--- config.mk ---
export PLATFORM = sky130hd
export DESIGN_NAME = noc_input_port
export DESIGN_NICKNAME = d
export VERILOG_FILES = /design/src/rtl/noc_input_port.sv
export SDC_FILE = /design/constraint.sdc
export NUM_CORES = 1
export LEC_CHECK = 0
export CAP_MARGIN = 20
export CORE_MARGIN = 1
export CORE_UTILIZATION = 42
export CTS_BUF_LIST = sky130_fd_sc_hd__clkbuf_8
export DETAILED_ROUTE_END_ITERATION = 6
export HOLD_SLACK_MARGIN = 0.03
export SYNTH_ARGS = -nofsm -noshare
export SYNTH_HDL_FRONTEND = slang
export SYNTH_SLANG_ARGS = --single-unit
--- constraint.sdc ---
create_clock -name clk -period 4.2 [get_ports clk]
set_clock_uncertainty 0.05 [all_clocks]
set_input_delay 0.84 -clock clk [delete_from_list [all_inputs] [get_ports clk]]
set_output_delay 0.84 -clock clk [all_outputs]
set_load 0.02 [all_outputs]
--- src/rtl/noc_input_port.sv ---
// -----------------------------------------------------------------------------
// noc_input_port
//
// Receive side of a router's credit-based link. Incoming flits are buffered in
// a DEPTH-entry circular FIFO; the head flit is presented to the crossbar
// together with a one-hot XY route request. A switch grant pops the head, and
// every pop returns exactly one credit upstream on the following cycle.
//
// Ports
//   clk           in   1        clock, rising edge
//   rst           in   1        synchronous active-high reset
//   data_i        in   DATA_W   incoming flit
//   valid_i       in   1        incoming flit valid
//   inc_credit_o  out  1        registered one-cycle credit return pulse
//   req_o         out  5        one-hot route request {W,S,E,N,L}, 0 when empty
//   data_o        out  DATA_W   head flit, 0 when empty
//   grant_i       in   1        switch grant, pops the head flit
//   overflow_o    out  1        sticky: a flit arrived while full with no pop
// -----------------------------------------------------------------------------
module noc_input_port #(
    parameter int DATA_W  = 16,
    parameter int DEPTH   = 5,
    parameter int COORD_W = 2,
    parameter int MY_X    = 0,
    parameter int MY_Y    = 0
) (
    input  logic              clk,
    input  logic              rst,
    input  logic [DATA_W-1:0] data_i,
    input  logic              valid_i,
    output logic              inc_credit_o,
    output logic [4:0]        req_o,
    output logic [DATA_W-1:0] data_o,
    input  logic              grant_i,
    output logic              overflow_o
);

    localparam int PTR_W = (DEPTH > 1) ? $clog2(DEPTH) : 1;
    localparam int OCC_W = $clog2(DEPTH + 1);

    localparam logic [PTR_W-1:0]   PTR_LAST = PTR_W'(DEPTH - 1);
    localparam logic [PTR_W-1:0]   PTR_ZERO = {PTR_W{1'b0}};
    localparam logic [OCC_W-1:0]   OCC_FULL = OCC_W'(DEPTH);
    localparam logic [OCC_W-1:0]   OCC_ZERO = {OCC_W{1'b0}};
    localparam logic [OCC_W-1:0]   OCC_ONE  = {{(OCC_W-1){1'b0}}, 1'b1};
    localparam logic [COORD_W-1:0] MY_X_C   = COORD_W'(MY_X);
    localparam logic [COORD_W-1:0] MY_Y_C   = COORD_W'(MY_Y);

    // One-hot request encodings, bit order {W,S,E,N,L}
    localparam logic [4:0] REQ_L    = 5'b00001;
    localparam logic [4:0] REQ_N    = 5'b00010;
    localparam logic [4:0] REQ_E    = 5'b00100;
    localparam logic [4:0] REQ_S    = 5'b01000;
    localparam logic [4:0] REQ_W    = 5'b10000;
    localparam logic [4:0] REQ_NONE = 5'b00000;

    // Circular pointer advance; DEPTH need not be a power of two, so wrap explicitly.
    function automatic logic [PTR_W-1:0] ptr_next(input logic [PTR_W-1:0] ptr);
        logic [PTR_W-1:0] nxt;
        if (ptr == PTR_LAST) begin
            nxt = PTR_ZERO;
        end else begin
            nxt = ptr + {{(PTR_W-1){1'b0}}, 1'b1};
        end
        return nxt;
    endfunction

    // Dimension-ordered XY routing: resolve X first, then Y, else eject locally.
    function automatic logic [4:0] route_req(input logic [DATA_W-1:0] flit);
        logic [COORD_W-1:0] dx;
        logic [COORD_W-1:0] dy;
        logic [4:0]         req;
        dx = flit[DATA_W-1 -: COORD_W];
        dy = flit[DATA_W-COORD_W-1 -: COORD_W];
        if (dx > MY_X_C) begin
            req = REQ_E;
        end else if (dx < MY_X_C) begin
            req = REQ_W;
        end else if (dy > MY_Y_C) begin
            req = REQ_N;
        end else if (dy < MY_Y_C) begin
            req = REQ_S;
        end else begin
            req = REQ_L;
        end
        return req;
    endfunction

    // Storage is deliberately left without reset; occupancy alone decides validity.
    logic [DATA_W-1:0] r_mem [DEPTH];

    logic [PTR_W-1:0] r_wr_ptr;
    logic [PTR_W-1:0] r_rd_ptr;
    logic [OCC_W-1:0] r_occ;
    logic             r_inc_credit;
    logic             r_overflow;

    logic              w_empty;
    logic              w_full;
    logic              w_pop;
    logic              w_push;
    logic              w_drop;
    logic [DATA_W-1:0] w_head;
    logic [4:0]        w_req;

    // Push/pop qualification: a pop frees a slot in the same edge, so a FULL
    // FIFO still accepts a flit when the head is being granted.
    always_comb begin
        w_empty = 1'b0;
        w_full  = 1'b0;
        w_pop   = 1'b0;
        w_push  = 1'b0;
        w_drop  = 1'b0;
        if (r_occ == OCC_ZERO) begin
            w_empty = 1'b1;
        end else begin
            w_empty = 1'b0;
        end
        if (r_occ == OCC_FULL) begin
            w_full = 1'b1;
        end else begin
            w_full = 1'b0;
        end
        w_pop  = grant_i & ~w_empty;
        w_push = valid_i & (~w_full | w_pop);
        w_drop = valid_i & w_full & ~w_pop;
    end

    // Head flit and route request; both forced to zero while the FIFO is empty.
    always_comb begin
        w_head = {DATA_W{1'b0}};
        w_req  = REQ_NONE;
        if (w_empty) begin
            w_head = {DATA_W{1'b0}};
            w_req  = REQ_NONE;
        end else begin
            w_head = r_mem[r_rd_ptr];
            w_req  = route_req(r_mem[r_rd_ptr]);
        end
    end

    // Flit storage write port.
    always_ff @(posedge clk) begin
        if (w_push && !rst) begin
            r_mem[r_wr_ptr] <= data_i;
        end
    end

    // Pointers, occupancy, credit pulse and sticky overflow flag.
    always_ff @(posedge clk) begin
        if (rst) begin
            r_wr_ptr     <= PTR_ZERO;
            r_rd_ptr     <= PTR_ZERO;
            r_occ        <= OCC_ZERO;
            r_inc_credit <= 1'b0;
            r_overflow   <= 1'b0;
        end else begin
            if (w_push) begin
                r_wr_ptr <= ptr_next(r_wr_ptr);
            end
            if (w_pop) begin
                r_rd_ptr <= ptr_next(r_rd_ptr);
            end
            case ({w_push, w_pop})
                2'b10:   r_occ <= r_occ + OCC_ONE;
                2'b01:   r_occ <= r_occ - OCC_ONE;
                default: r_occ <= r_occ;
            endcase
            // One credit per popped flit; dropped flits never earn one.
            r_inc_credit <= w_pop;
            if (w_drop) begin
                r_overflow <= 1'b1;
            end
        end
    end

    assign inc_credit_o = r_inc_credit;
    assign overflow_o   = r_overflow;
    assign data_o       = w_head;
    assign req_o        = w_req;

endmodule
==> results.json <==
{
  "avgViaCountPerCell": 5.23,
  "final_layout_size_suffix_gt1_frac": 0.141,
  "cts.path.max_buffers": 2,
  "slew_violations": 0,
  "ir_drop_uv": 180,
  "max_freq_mhz": 288,
  "insertion_delay_ps": 350,
  "die_w_um": 97.9,
  "ff2ff_path_depth": 5,
  "num_rows": 34,
  "ys_top_cells_by_area": "edfxtp_1 62%, dfxtp_1 7.3%, mux4_2 6.4%, nand2_1 3.3%, a21oi_1 2.7%",
  "clock_sinks": 94,
  "n_antenna_cell": 0,
  "crit_required_ps": 3310,
  "end_kind": "output pin",
  "antenna_found_initial": 0,
  "power.density_nw_per_um2": 461,
  "startpoint_type": "flop",
  "avgSynthCellArea_um2": 15.4,
  "start_util": 0.438,
  "min_path_type": "flop to flop",
  "path_class": "flop to output pin",
  "crit_fanout": 7,
  "r2r_end": "r_mem[3][1]$_DFFE_PP_",
  "via_count": 2158,
  "track_usage": 0.153,
  "dr.first_iter.drc_count": 78,
  "status": "finished, violations left",
  "p_leak_uw": 0.00155,
  "finalSetupViolCount": 0,
  "dr.pass1.iters": 6,
  "synth-main-ff-cell": "edfxtp_1",
  "yosys_warnings": 0,
  "cts.clk_slew.worst_paths_ps": 90,
  "final_area_um2": 4590,
  "cts_hold_buf": 0,
  "seq_area_um2": 2680,
  "port_buffers": 40,
  "rsz0062_at_grt": "no",
  "drv_cap": 0,
  "hpwl_um": 4330,
  "fillers": 740,
  "r2r_slack_ps": 2110,
  "worst_pin_slew_ps": 589,
  "yosys.area.top_type": "edfxtp_1",
  "postCtsSetupRepairBufs": 0,
  "cts_resized": 0,
  "yosys.cell_types.count": 46,
  "period_share": 0.827,
  "fin_nets": 325,
  "die_h_um": 97.9,
  "numCtsBuffers": 9,
  "endpoint": "req_o[0]",
  "final_hold_viol_count": 0,
  "wl_per_cell_um": 16.7,
  "routabilityCongestion": 0.732,
  "drc": 3,
  "coreArea_um2": 8810,
  "final_antenna_net_count": 0,
  "die-area_um2": 9580,
  "yosysMostFrequentCell": "edfxtp_1",
  "synth_top_area_share": 0.622,
  "io_pins": 43,
  "tns_ps": 0,
  "slew_headroom": 0.606,
  "area_delta_synth_final_pct": 18.8,
  "cts_htree_levels": 3,
  "worstReg2RegStart": "r_occ[1]$_SDFFE_PP0P_",
  "wl_um": 6900,
  "synth_area_um2": 3860,
  "place_area_um2": 4410,
  "synth_common_cells": "80 x edfxtp_1, 34 x nand2_1, 21 x a21oi_1",
  "tritoncts": "done",
  "synthArstFlopShare": 0,
  "synth-edff-count": 80,
  "synth.ff_latch_count": 94,
  "period_needed_ps": 3470,
  "multi_input_area_um2": 1070,
  "grt_overflow_total": 0,
  "netlist_instances": 251,
  "grt_max_degree": 20,
  "grt_pass1_wl_um": 10900,
  "arrival_ps": 2580,
  "grt_pass1_vias": 2113,
  "violations": "DRC",
  "ys_seq_area_frac": 0.695,
  "cts_root_buf": "clkbuf_8"
}
## layout make-up
cell class | count | area share
Inverter | 8 | 0.00655
Tap cell | 108 | 0.0295
Clock buffer | 9 | 0.0270
Timing Repair Buffer | 51 | 0.105
Sequential cell | 94 | 0.585
Clock inverter | 7 | 0.0125
Multi-Input combinational cell | 136 | 0.234
## registers in the layout, summed over array words and instances (netlist names), named ones only
register / cells
inc_credit_o: 1
r_mem: 80
r_rd_ptr: 3
r_occ: 3
overflow_o: 1
r_wr_ptr: 3
## worst min path at each step
stage	from	endpoint	slack, ps	depth (start not counted)
2_1_floorplan	r_rd_ptr[2]$_SDFFE_PP0N_	flop	420	2
4_1_cts	overflow_o$_SDFFE_PP0P_	overflow_o$_SDFFE_PP0P_	450	1
3_5_place_dp	overflow_o$_SDFFE_PP0P_	overflow_o$_SDFFE_PP0P_	420	1
6_report	overflow_o$_SDFFE_PP0P_	overflow_o$_SDFFE_PP0P_	440	1
5_1_grt	overflow_o$_SDFFE_PP0P_	overflow_o$_SDFFE_PP0P_	480	1
3_3_place_gp	overflow_o$_SDFFE_PP0P_	overflow_o$_SDFFE_PP0P_	420	1
## power by group
group / total, uW / internal [uW] / switching, uW
Sequential: 1080 / 1040 / 33.6
Clock: 562 / 268 / 294
Combinational: 475 / 231 / 245
## metrics by stage
stage / std cells / utilization / setup slack [ps] / total power, uW / hold slack [ps]
after CTS: 413 / 0.521 / 678 / 2140 / 447
after floorplan: 252 / - / 612 / 1390 / 423
after global routing: 413 / 0.521 / 500 / 2210 / 478
after detailed placement: 397 / 0.500 / 1050 / 1580 / 422
final: 413 / 0.521 / 726 / 2110 / 442
after global placement: 397 / 0.500 / 1090 / 1570 / 417
## cell usage in the layout, fill, tap and decap left out, types with 2 or more instances in the layout
| cell type | n |
|---|---|
| o21a_1 | 2 |
| mux4_1 | 3 |
| conb_1 | 2 |
| a21oi_1 | 21 |
| inv_1 | 11 |
| mux2i_1 | 6 |
| o21ai_0 | 5 |
| nand2_1 | 34 |
| nor2_1 | 15 |
| nor4b_2 | 2 |
| clkdlybuf4s50_1 | 40 |
| ha_1 | 4 |
| buf_4 | 11 |
| a22oi_1 | 2 |
| clkbuf_8 | 9 |
| edfxtp_1 | 80 |
| nor3_1 | 2 |
| and3_1 | 2 |
| nor2b_1 | 2 |
| dfxtp_1 | 14 |
| inv_4 | 2 |
| mux4_2 | 11 |
## kinds of logic after synthesis
logic type	Yosys count	share of synthesized area
AND/OR/NAND/NOR	68	0.0865
other	1	0.000972
adder cells (fa/ha/maj)	5	0.0182
buffers and inverters	22	0.0308
flip-flops	94	0.695
AO/OA/AOI/OAI	39	0.0632
XOR/XNOR	1	0.00227
multiplexers	21	0.103
## per-layer routing
layer  vias up  track usage  wire length (um)
met3         9       0.0293               267
met5         -            0                 0
met4         0       0.0664               107
li1       1039            -                 -
met2        49        0.254              3370
met1      1061        0.198              3150
## worst max-delay path: stages, from the launching register on
cell and delay, ps:
dfxtp_1 600, mux4_2 580, nor3_1 190, a21oi_1 100
nor4_2 140, clkdlybuf4s50_1 630
Note: power is estimated with default switching activity, not from simulation.
